**config.mk**
```make
export PLATFORM = sky130hd
export DESIGN_NAME = lifo_stack_param_flat
export DESIGN_NICKNAME = d
export VERILOG_FILES = /design/src/rtl/lifo_stack_param_if.sv /design/src/rtl/lifo_stack_param.sv /design/src/flat_wrapper.sv
export SDC_FILE = /design/constraint.sdc
export NUM_CORES = 1
export LEC_CHECK = 0
export BUFFER_PORTS_ARGS = -buffer_cell sky130_fd_sc_hd__buf_2
export CAP_MARGIN = 25
export CORE_UTILIZATION = 41
export DETAILED_ROUTE_END_ITERATION = 12
export MAX_ROUTING_LAYER = met4
export SLEW_MARGIN = 10
export SYNTH_ARGS = -nofsm -noshare
export SYNTH_HDL_FRONTEND = slang
export SYNTH_SLANG_ARGS = --single-unit
```
**constraint.sdc**
```tcl
create_clock -name Clk -period 9.95 [get_ports Clk]
set_input_delay 0.4975 -clock Clk [delete_from_list [all_inputs] [get_ports Clk]]
set_output_delay 0.4975 -clock Clk [all_outputs]
set_load 0.005 [all_outputs]
```
**src/rtl/lifo_stack_param_if.sv**
```systemverilog
`default_nettype none
// ---------------------------------------------------------------------------
// Module   : lifo_stack_param_if
// Brief    : Request/response and status bundle for the parametrised LIFO.
// Revision : 1.0
// ---------------------------------------------------------------------------
interface lifo_stack_param_if #(
  parameter int WIDTH = 16,
  parameter int DEPTH = 16
);
  localparam int CW = $clog2(DEPTH + 1);

  logic             clr;
  logic             push;
  logic             pop;
  logic [WIDTH-1:0] dataIn;
  logic [WIDTH-1:0] dataOut;
  logic             outValid;
  logic [WIDTH-1:0] topData;
  logic [CW-1:0]    count;
  logic             EMPTY;
  logic             FULL;
  logic             ALMOST_FULL;
  logic             OVF;
  logic             UNF;

  modport master (
    output clr, push, pop, dataIn,
    input  dataOut, outValid, topData, count, EMPTY, FULL, ALMOST_FULL, OVF, UNF
  );

  modport slave (
    input  clr, push, pop, dataIn,
    output dataOut, outValid, topData, count, EMPTY, FULL, ALMOST_FULL, OVF, UNF
  );
endinterface
`default_nettype wire

```
**src/rtl/lifo_stack_param.sv**
```systemverilog
`default_nettype none
// ---------------------------------------------------------------------------
// Module   : lifo_stack_param
// Brief    : Parametrised LIFO with replace-top, pass-through, peek and
//            sticky overflow/underflow flags.
// Revision : 1.0
// ---------------------------------------------------------------------------
module lifo_stack_param #(
  parameter int WIDTH    = 16,
  parameter int DEPTH    = 16,
  parameter int AF_LEVEL = DEPTH - 2
) (
  input  wire logic          Clk,
  input  wire logic          Rst,
  lifo_stack_param_if.slave  bus
);
  localparam int CW = $clog2(DEPTH + 1);
  localparam int AW = (DEPTH > 1) ? $clog2(DEPTH) : 1;
  localparam logic [CW-1:0] c_depth = CW'(DEPTH);
  localparam logic [CW-1:0] c_af    = CW'(AF_LEVEL);
  localparam logic [CW-1:0] c_one   = CW'(1);

  logic [WIDTH-1:0] r_mem [0:DEPTH-1];
  logic [CW-1:0]    r_cnt;
  logic [WIDTH-1:0] r_dout;
  logic             r_valid;
  logic             r_ovf;
  logic             r_unf;

  logic             w_empty;
  logic             w_full;
  logic [CW-1:0]    w_cnt_m1;
  logic [AW-1:0]    w_top_idx;
  logic [AW-1:0]    w_push_idx;
  logic [WIDTH-1:0] w_top;
  logic             w_wr_en;
  logic [AW-1:0]    w_wr_idx;

  assign w_empty    = (r_cnt == '0);
  assign w_full     = (r_cnt == c_depth);
  assign w_cnt_m1   = r_cnt - c_one;
  assign w_top_idx  = w_cnt_m1[AW-1:0];
  assign w_push_idx = r_cnt[AW-1:0];
  assign w_top      = r_mem[w_top_idx];

  // Plain push needs room; push+pop overwrites the current top in place.
  always_comb begin
    w_wr_en  = 1'b0;
    w_wr_idx = w_push_idx;
    if (!bus.clr && bus.push) begin
      if (bus.pop && !w_empty) begin
        w_wr_en  = 1'b1;
        w_wr_idx = w_top_idx;
      end else if (!bus.pop && !w_full) begin
        w_wr_en  = 1'b1;
      end
    end
  end

  // Storage is not reset, but a write coinciding with reset must not land.
  always_ff @(posedge Clk) begin
    if (Rst && w_wr_en) begin
      r_mem[w_wr_idx] <= bus.dataIn;
    end
  end

  always_ff @(posedge Clk or negedge Rst) begin
    if (!Rst) begin
      r_cnt   <= '0;
      r_dout  <= '0;
      r_valid <= 1'b0;
      r_ovf   <= 1'b0;
      r_unf   <= 1'b0;
    end else if (bus.clr) begin
      r_cnt   <= '0;
      r_dout  <= '0;
      r_valid <= 1'b0;
      r_ovf   <= 1'b0;
      r_unf   <= 1'b0;
    end else begin
      r_valid <= 1'b0;
      case ({bus.push, bus.pop})
        2'b10: begin
          if (!w_full) r_cnt <= r_cnt + c_one;
          else         r_ovf <= 1'b1;
        end
        2'b01: begin
          if (!w_empty) begin
            r_dout  <= w_top;
            r_valid <= 1'b1;
            r_cnt   <= w_cnt_m1;
          end else begin
            r_unf   <= 1'b1;
          end
        end
        2'b11: begin
          r_dout  <= w_empty ? bus.dataIn : w_top;
          r_valid <= 1'b1;
        end
        default: ;
      endcase
    end
  end

  assign bus.dataOut     = r_dout;
  assign bus.outValid    = r_valid;
  assign bus.topData     = w_empty ? '0 : w_top;
  assign bus.count       = r_cnt;
  assign bus.EMPTY       = w_empty;
  assign bus.FULL        = w_full;
  assign bus.ALMOST_FULL = (r_cnt >= c_af);
  assign bus.OVF         = r_ovf;
  assign bus.UNF         = r_unf;
endmodule
`default_nettype wire

```
**src/flat_wrapper.sv**
```systemverilog
// flat-port wrapper written by rule: the top's interface ports become plain ports
module lifo_stack_param_flat 
#(
  parameter int WIDTH    = 16,
  parameter int DEPTH    = 16,
  parameter int AF_LEVEL = DEPTH - 2
)
  (Clk, Rst, bus_clr, bus_push, bus_pop, bus_dataIn, bus_dataOut, bus_outValid, bus_topData, bus_count, bus_EMPTY, bus_FULL, bus_ALMOST_FULL, bus_OVF, bus_UNF);
  lifo_stack_param_if #(.WIDTH(WIDTH), .DEPTH(DEPTH)) bus_i ();
  input  wire logic Clk;
  input  wire logic Rst;
  input wire logic [$bits(bus_i.clr)-1:0] bus_clr;
  input wire logic [$bits(bus_i.push)-1:0] bus_push;
  input wire logic [$bits(bus_i.pop)-1:0] bus_pop;
  input wire logic [$bits(bus_i.dataIn)-1:0] bus_dataIn;
  output wire logic [$bits(bus_i.dataOut)-1:0] bus_dataOut;
  output wire logic [$bits(bus_i.outValid)-1:0] bus_outValid;
  output wire logic [$bits(bus_i.topData)-1:0] bus_topData;
  output wire logic [$bits(bus_i.count)-1:0] bus_count;
  output wire logic [$bits(bus_i.EMPTY)-1:0] bus_EMPTY;
  output wire logic [$bits(bus_i.FULL)-1:0] bus_FULL;
  output wire logic [$bits(bus_i.ALMOST_FULL)-1:0] bus_ALMOST_FULL;
  output wire logic [$bits(bus_i.OVF)-1:0] bus_OVF;
  output wire logic [$bits(bus_i.UNF)-1:0] bus_UNF;
  assign bus_i.clr = bus_clr;
  assign bus_i.push = bus_push;
  assign bus_i.pop = bus_pop;
  assign bus_i.dataIn = bus_dataIn;
  assign bus_dataOut = bus_i.dataOut;
  assign bus_outValid = bus_i.outValid;
  assign bus_topData = bus_i.topData;
  assign bus_count = bus_i.count;
  assign bus_EMPTY = bus_i.EMPTY;
  assign bus_FULL = bus_i.FULL;
  assign bus_ALMOST_FULL = bus_i.ALMOST_FULL;
  assign bus_OVF = bus_i.OVF;
  assign bus_UNF = bus_i.UNF;
  lifo_stack_param #(.WIDTH(WIDTH), .DEPTH(DEPTH), .AF_LEVEL(AF_LEVEL)) u_core (.Clk(Clk), .Rst(Rst), .bus(bus_i));
endmodule
```
==> run summary, run 1 <==
DRT Wirelength: 29.0 mm
post-synth top area share: 65.2%
Yosys reg bits: 280
starting density of the core: 42.1%
Clk pwr share: 29.1%
GRT overflow: 0
RSZ-0062 raised after global routing: false
final hold vios: 0
Antenna Cells: 0
clk sinks: 280
Worst Path Arrival: 4.71 ns
RePlAce Congestion: 0.971
Final #Nets: 703
VDD IR max: 0.131 mV
Max Cap Viol: 0
Critical R2R Capture: u_core.r_mem[2][14]
NetSw: 1290 µW
EDFF count, synth: 256
syn_nets: 640
Tot Pwr: 3880 µW
initial antenna violation count: 0
Sequential Power Share: 35.8%
Area contributors post-synth: edfxtp_1, mux4_1, dfrtp_1, mux2i_1, mux4_2
die area: 29400 µm²
Cell variety after synth: 49
Final ANT Viol Nets: 0
CP max-delay cell: inv_2
Slew headroom: 30.2%
clk root buf: clkbuf_16
Starting DRT DRC Count: 635
Seq/Total Area, Yosys: 70.3%
routed via count: 6202
Max Slew Vio Count: 0
Clock Pin Slew Worst Setup and Hold Paths: 0.06 ns
crit path launch type: flip-flop
Routed WL per cell: 26.9 µm
Post-route DRC: 0
DIE WIDTH: 172 µm
cell taking the most area after synthesis: edfxtp_1
Main synth FF type: edfxtp_1
area delta synth->final: 14.3%
largest net degree at the start of global routing: 63
Std-Cell Rows: 61
die height: 172 µm
warnings from Yosys: 0
clk_skew: 0.00992 ns
Setup Crit Path Kind: flip-flop to output pin
Pint: 2590 µW
Clk Latency, worst-skew pair: 0.55 ns
FF-to-FF path depth: 8
Synth Area in Compound Gates: 5.91%
Post-Syn Instances: 615
Worst Tran Pin Value: 1.05 ns
num ports: 64
Worst Hold Class: primary input to flip-flop
main combinational cell family by area after synthesis: multiplexers
CTS tree: done
switching share of total power: 33.3%
H-tree lvl count: 1
Fmax achieved: 192 MHz
number of setup violations in the final report: 0
FILL cells: 2340
Comb power frac: 35.1%
1st-pass router iterations: 5
P per Cell Area: 288 nW/µm²
Synth Cell Area: 11800 µm²
CP Capture Type: output pin
CP Cell Sequence: inv_2 -> ha_1 -> xor2_4 -> buf_4 -> mux4_1 -> mux2i_1 -> and2_1 -> a211oi_2 -> buf_2
Hold Startpoint: bus_clr
Endpoint, Worst Hold: u_core.bus.UNF
cts bufs inserted: 29
fin util: 48.1%
CP peak stage delay: 0.84 ns
P_leak: 0.00473 µW
flop2flop setup slack: 5.15 ns
HPWL after DPL: 18.5 mm
FF-to-FF Start: u_core.bus.count[0]
layout cell share with drive strength beyond 1: 22.7%
vias in the first global route: 6044
IO buf count: 63
accumulated negative setup slack: 0 ns
clock buffer depth: 3
Critical Path RT: 9.45 ns
crit path max fanout: 40
hold path depth: 2
simple-gate share of the synthesized area: 3.79%
mux cell area share after synthesis: 16.7%
status: finished clean
min Tclk post-route: 5.21 ns
post-synthesis xor/xnor area fraction: 0.680%
Adder-Cell Fraction of Synth Area: 0.425%
syn avg cell area: 19.2 µm²
global-route wire length before repair: 41.4 mm
Core Region: 28000 µm²
Final Cycle Share: 52.3%
Non-Filler Instances: 1079
gr usage total: 20.8%
Synth async-reset ratio: 8.57%
DR vias/cell: 5.75
placed cells: 1023
state kept, by name (all words and copies together), names as in the netlist:
signal,flops
u_core.bus.dataOut,16
u_core.bus.outValid,1
u_core.r_mem,256
u_core.bus.UNF,1
u_core.bus.OVF,1
u_core.bus.count,5
Yosys cell counts, types with 2 or more instances:
library cell	n
nand4_1	2
and2_1	15
buf_1	4
a211oi_1	30
o21ai_0	4
ha_1	4
xor2_1	3
nand3b_1	2
mux4_1	52
buf_2	8
nor3_1	5
nor2b_1	5
xnor2_1	3
mux2i_1	32
nor2_1	24
a22o_1	16
dfrtp_1	24
nand2b_1	3
a31oi_1	3
mux4_2	12
nand2_1	24
a211oi_2	4
buf_6	8
edfxtp_1	256
a21oi_1	21
o32a_1	3
and3_1	3
inv_1	6
o31ai_1	3
clkbuf_1	16
a31oi_2	2
stage by stage:
| stage | hold slack [ns] | area [µm²] | setup WS [ns] |
|---|---|---|---|
| 3_3_place_gp | 0.471 | 12400 | 5.35 |
| 2_1_floorplan | 0.202 | 11800 | 6.46 |
| 6_report | 0.311 | 13500 | 4.74 |
| 3_5_place_dp | 0.491 | 12400 | 5.20 |
| 5_1_grt | 0.301 | 13500 | 4.54 |
| 4_1_cts | 0.289 | 13500 | 4.78 |
cells by family after synthesis:
logic type | after synthesis
AOI/OAI and AO/OA | 93
xor gates and xnor gates | 7
adders and majority gates | 4
buffers and inverters | 45
DFF | 280
muxes | 97
and+or+nand+nor | 89
metal layers:
metal / global-route usage, % / vias up / part of all wire, %
met2: 32.4 / 268 / 47
met3: 3.50 / 47 / 6.7
met5: - / - / 0
li1: - / 2700 / -
met4: 6.37 / 0 / 3.0
met1: 28.2 / 3187 / 43
layout by cell type, fill, tap and decap left out, drive strengths merged, types with 2 or more instances in the layout:
master	netlist	routed
inv	7	9
and3	3	3
dfrtp	24	24
nor3	6	6
nand2	24	24
clkbuf	17	35
a211oi	34	34
nand2b	3	3
mux2i	32	32
o31ai	3	3
xor2	4	4
a22o	16	16
o32a	3	3
a21oi	21	21
ha	4	4
nand4	2	2
nor2	24	24
mux4	64	64
edfxtp	256	256
o21ai	4	4
bufinv	0	5
clkinv	0	11
and2	15	15
buf	21	69
a31oi	5	5
xnor2	3	3
nor2b	5	5
nand3b	2	2
critical path, delay by kind of cell, from the launching register on:
family | cells | cell delay [ns]
buffers and inverters | 3 | 1.52
multiplexers | 2 | 1.18
flip-flops | 1 | 0.54
adder cells (fa/ha/maj) | 1 | 0.46
AND/OR/NAND/NOR | 1 | 0.22
XOR/XNOR | 1 | 0.17
AO/OA/AOI/OAI | 1 | 0.05
worst max path at each step:
stage	from	to	slack, ns
CTS	u_core.bus.count[0]	bus_topData[8]	4.78
finish	u_core.bus.count[0]	bus_topData[8]	4.74
global placement	u_core.bus.count[0]	u_core.r_mem[1][15]	5.35
floorplan	u_core.bus.count[0]	u_core.r_mem[0][0]	6.46
global route	u_core.bus.count[0]	bus_topData[8]	4.54
detailed placement	u_core.bus.count[0]	u_core.r_mem[2][14]	5.20
what timing repair did:
action                                  in CTS  in global routing
gates resized for setup                      0                  0
endpoints found under the setup margin       0                  0
hold endpoints to repair                    24                  0
buffers inserted                             0                  0
hold buffers                                 1                  0
power groups by stage:
stage	clock, µW	combinational, µW	sequential [µW]
2_1_floorplan	0	886	1390
3_3_place_gp	0	1340	1410
3_5_place_dp	0	1350	1410
4_1_cts	1150	1360	1390
5_1_grt	1190	1440	1390
6_report	1130	1360	1390
cell type report:
class	instances	area, µm²	share of cell area, %
clock buffer	35	788	5.85
clock inverter	19	224	1.66
inverter	7	26.3	0.195
multi-input combinational	290	3290	24.4
sequential	280	8290	61.5
tap	378	473	3.51
timing repair buffer	70	374	2.78
Note: power is estimated with default switching activity, not from simulation.
==> run 2, diff against run 1 <==
==> constraint.sdc (replaced) <==
create_clock -name Clk -period 4.8 [get_ports Clk]
set_input_delay 0.24 -clock Clk [delete_from_list [all_inputs] [get_ports Clk]]
set_output_delay 0.24 -clock Clk [all_outputs]
set_load 0.005 [all_outputs]
==> run 2 against run 1 <==
Die area unchanged; clock skew increased by 0.0083 ns; clock power increased by 120%; sequential share of layout area decreased by 1.3 points; hold slack got worse by 0.27 ns; critical path type unchanged; critical endpoint is now bus_topData[12]; largest power group unchanged.
==> run summary, run 2 (synthesis results as in run 1) <==
crit path max fanout: 39
min Tclk post-route: 4.34 ns
starting density of the core: 42.1%
status: finished clean
Post-route DRC: 0
clock buffer depth: 3
Placement Cell Area: 12700 µm²
DIE WIDTH: 172 µm
CP Capture Type: output pin
P_leak: 0.00490 µW
FF-to-FF Start: u_core.bus.count[0]
largest net degree at the start of global routing: 49
clk sinks: 280
Final #Nets: 731
clk_skew: 0.0183 ns
die height: 172 µm
Slew headroom: 39.5%
CP Cell Sequence: inv_2 -> buf_4 -> ha_1 -> xor2_4 -> buf_4 -> mux4_1 -> mux2i_1 -> a211oi_2 -> buf_2
Worst Path Arrival: 4.10 ns
accumulated negative setup slack: 0 ns
most frequent cells in the layout: edfxtp_1, buf_2, mux4_1, mux2i_1, buf_4
layout cell share with drive strength beyond 1: 25.8%
leading cell type in the layout, fill and taps excluded: edfxtp_1
GRT overflow: 0
number of setup violations in the final report: 0
num ports: 64
P per Cell Area: 585 nW/µm²
design area: 13800 µm²
Clock Pin Slew Worst Setup and Hold Paths: 0.06 ns
HPWL after DPL: 17.3 mm
cts bufs inserted: 29
Core Region: 28000 µm²
Setup Crit Path Kind: flip-flop to output pin
Antenna Cells: 0
final hold vios: 0
gr usage total: 20.1%
CP max-delay cell: mux4_1
RePlAce Congestion: 0.855
Fmax achieved: 231 MHz
Routed WL per cell: 25.3 µm
RSZ-0062 raised after global routing: false
clk root buf: clkbuf_16
routed via count: 6414
initial antenna violation count: 0
CP most frequent cell: buf_4
CP peak stage delay: 0.60 ns
1st-pass router iterations: 5
Starting DRT DRC Count: 730
FF-to-FF path depth: 9
max reg flops: 256
hold path depth: 2
Largest Register: u_core.r_mem
Clk Latency, worst-skew pair: 0.55 ns
IO buf count: 63
die area: 29400 µm²
Hold Startpoint: bus_clr
DR vias/cell: 5.79
crit path launch type: flip-flop
area occupied by registers: 8290 µm²
CTS tree: done
Critical Path RT: 4.56 ns
Critical Path Source: u_core.bus.count[0]
Final Cycle Share: 90.4%
FILL cells: 2293
Max Slew Vio Count: 0
worst hold margin: 0.0398 ns
area delta synth->final: 16.8%
Std-Cell Rows: 61
post-CTS setup buffer count: 0
multi-input combinational cell area: 3290 µm²
Worst Tran Pin Value: 0.908 ns
Worst Hold Class: primary input to flip-flop
DRT Wirelength: 28.0 mm
Final ANT Viol Nets: 0
Max Cap Viol: 0
H-tree lvl count: 1
vias in the first global route: 6308
global-route wire length before repair: 41.2 mm
VDD IR max: 0.308 mV
==> run 2: changes by cell type in the layout (fill, tap and decap cells not counted), sizes merged <==
cell,delta
clkinvlp,+3
bufinv,+3
clkinv,-2
clkbuf,-4
buf,+28
==> run 2: power breakdown <==
part	internal (µW)	total, µW	switching, µW
clock network	1540	2450	916
logic	1200	2720	1520
registers	2770	2870	103
total	5510	8050	2540
==> run 2: metal layers <==
layer  up-vias  wire (µm)  global-route usage [%]  part of all wire, %
met5         -          0                       -                    0
met4         0        526                    5.12                  1.9
met3        36       2260                    3.38                  8.1
met2       320      12700                    29.4                   45
met1      3309      12500                    29.1                   45
li1       2749          -                       -                    -
==> run 2: through the flow <==
step	instances	power, µW	setup WS [ns]	utilization [%]
finish	1107	8050	0.463	49.1
global route	1107	8380	0.258	49.1
CTS	1107	8100	0.420	49.1
detailed placement	1052	5630	1.02	45.3
global placement	1052	5620	1.08	45.3
floorplan	615	4720	1.31	-
==> run 2: cell type report <==
type,instances,share of cell area (%)
Sequential cell,280,60.2
Multi-Input combinational cell,290,23.9
Clock buffer,31,5.33
Timing Repair Buffer,98,4.49
Tap cell,378,3.44
Clock inverter,23,2.38
Inverter,7,0.191
==> run 2: critical path: cells and delay by family, from the launching register on <==
kind / cells / cell delay (ns)
fa+ha+maj: 1 / 0.42
mux: 2 / 1.00
compound gates: 1 / 0.16
xor+xnor: 1 / 0.21
flops: 1 / 0.55
buf+inv: 4 / 1.18
==> run 2: path summary, 6_finish.rpt <==
kind,slack [ns],end
hold reg to reg,0.50,u_core.bus.UNF
hold / removal,0.04,u_core.bus.UNF
max in group asynchronous,4.09,u_core.bus.dataOut[8]
setup / recovery,0.46,bus_topData[12]
setup reg to reg,0.98,u_core.r_mem[14][6]
min in group asynchronous,0.26,u_core.bus.count[4]
==> run 2: repair_timing <==
action	4_1_cts	5_1_grt
gates resized for setup	0	0
hold endpoints to repair	24	0
hold buffers	1	0
==> run 3, diff against run 2 <==
==> constraint.sdc (replaced) <==
create_clock -name Clk -period 4.8 [get_ports Clk]
set_input_delay 0.72 -clock Clk [delete_from_list [all_inputs] [get_ports Clk]]
set_output_delay 0.72 -clock Clk [all_outputs]
set_load 0.005 [all_outputs]
==> run 3 against run 2 <==
First-iteration DRC count down 30%; utilization down 0.45 points; sequential share of layout area up 0.56 points; maximum frequency down 4.3%; hold slack better by 0.19 ns; largest cell class unchanged; die area unchanged; final area down 0.92%; critical path depth up 1; flip-flop and latch count unchanged; critical path type unchanged.
==> run summary, run 3 (synthesis results as in run 1) <==
status: finished clean
Non-Filler Instances: 1096
starting density of the core: 42.1%
DR vias/cell: 5.77
global-route wire length before repair: 41.1 mm
Worst Path Arrival: 3.81 ns
Routed WL per cell: 25.8 µm
Std-Cell Rows: 61
IO buf count: 63
Core Region: 28000 µm²
NetSw: 2490 µW
Largest Register: u_core.r_mem
1st-pass router iterations: 5
max reg flops: 256
Max Slew Vio Count: 0
Critical Path RT: 4.08 ns
CTS tree: done
largest net degree at the start of global routing: 45
switching share of total power: 31.6%
cts bufs inserted: 28
Starting DRT DRC Count: 508
Final ANT Viol Nets: 0
P per Cell Area: 577 nW/µm²
Slew headroom: 30.0%
DRT Wirelength: 28.2 mm
crit path max fanout: 21
HPWL after DPL: 17.0 mm
P_leak: 0.00482 µW
Post-route DRC: 0
crit path launch type: flip-flop
post-CTS setup buffer count: 0
Worst Hold Class: primary input to async pin
initial antenna violation count: 1
RePlAce Congestion: 0.848
GRT overflow: 0
DIE WIDTH: 172 µm
Setup Crit Path Kind: flip-flop to output pin
Final #Nets: 722
clock buffer depth: 3
num ports: 64
gr usage total: 20.3%
area delta synth->final: 15.7%
Fmax achieved: 221 MHz
Max Cap Viol: 0
RSZ-0062 raised after global routing: false
Clk pwr share: 28.4%
Clock Pin Slew Worst Setup and Hold Paths: 0.06 ns
H-tree lvl count: 1
CP Capture Type: output pin
VDD IR max: 0.321 mV
Comb power frac: 35.1%
final hold vios: 0
Sequential Power Share: 36.5%
Final Cycle Share: 94.4%
most frequent cells in the layout: edfxtp_1, buf_2, mux4_1, mux2i_1, a211oi_1
clk sinks: 280
cts hold-fix bufs: 0
post-cts sizing count: 0
number of setup violations in the final report: 0
clk root buf: clkbuf_16
leading cell type in the layout, fill and taps excluded: edfxtp_1
vias in the first global route: 6484
layout cell share with drive strength beyond 1: 24.0%
Tot Pwr: 7870 µW
min Tclk post-route: 4.53 ns
clk_skew: 0.00994 ns
Worst Tran Pin Value: 1.05 ns
accumulated negative setup slack: 0 ns
die area: 29400 µm²
Pint: 5380 µW
Clk Latency, worst-skew pair: 0.54 ns
routed via count: 6329
die height: 172 µm
placed cells: 1044
run 3: changes by cell type in the layout (fill, tap and decap cells not counted), sizes merged:
cell and change:
clkbuf +9, inv -2, bufinv -4, clkinvlp -3, dlygate4sd3 -1, buf -7, clkinv -4, diode +1
run 3: through the flow:
step	setup WS [ns]	hold WS (ns)	cell area, µm²	utilization (%)
finish	0.268	0.227	13600	48.7
global route	0.000257	0.273	13600	48.7
CTS	0.195	0.227	13600	48.6
detailed placement	0.772	0.491	12700	45.2
global placement	0.837	0.477	12700	45.2
floorplan	1.27	0.424	11800	-
run 3: layer usage:
metal  GRT usage [%]  part of all wire [%]
met5               -                     0
met3            2.97                   6.2
met4            6.75                   2.4
met2            30.9                    47
met1            28.1                    45
run 3: final timing paths:
| path | start | end | slack, ns | depth (start not counted) |
|---|---|---|---|---|
| max reg2reg | u_core.bus.count[1] | u_core.r_mem[14][7] | 0.70 | 9 |
| min reg2reg | u_core.bus.dataOut[2] | u_core.bus.dataOut[2] | 0.50 | 1 |
| max | u_core.bus.count[0] | bus_topData[8] | 0.27 | 10 |
| min in group Clk | u_core.bus.dataOut[2] | u_core.bus.dataOut[2] | 0.50 | 1 |
| min | Rst | u_core.bus.outValid | 0.23 | 1 |
| max in group asynchronous | Rst | u_core.bus.dataOut[7] | 4.11 | 1 |
run 3: area by class of cell:
class / instances / area [µm²]
antenna: 1 / 2.50
clock buffer: 40 / 797
clock inverter: 10 / 149
fill: 2339 / 14400
inverter: 7 / 26.3
multi-input combinational: 290 / 3290
sequential: 280 / 8290
tap: 378 / 473
timing repair buffer: 90 / 604
run 3: power groups by stage:
stage	Combinational (µW)	Sequential, µW	Clock (µW)
global placement	2710	2920	0
finish	2760	2870	2230
floorplan	1840	2880	0
detailed placement	2750	2920	0
global route	2970	2890	2360
CTS	2760	2870	2270
run 3: critical path, cell delays in order, from the launching register on:
cell,delay (ns)
dfrtp_1,0.62
inv_2,0.19
ha_1,0.35
xor2_4,0.44
buf_12,0.26
buf_12,0.21
mux4_1,0.57
mux2i_1,0.21
and2_1,0.17
a211oi_2,0.05
buf_2,0.17
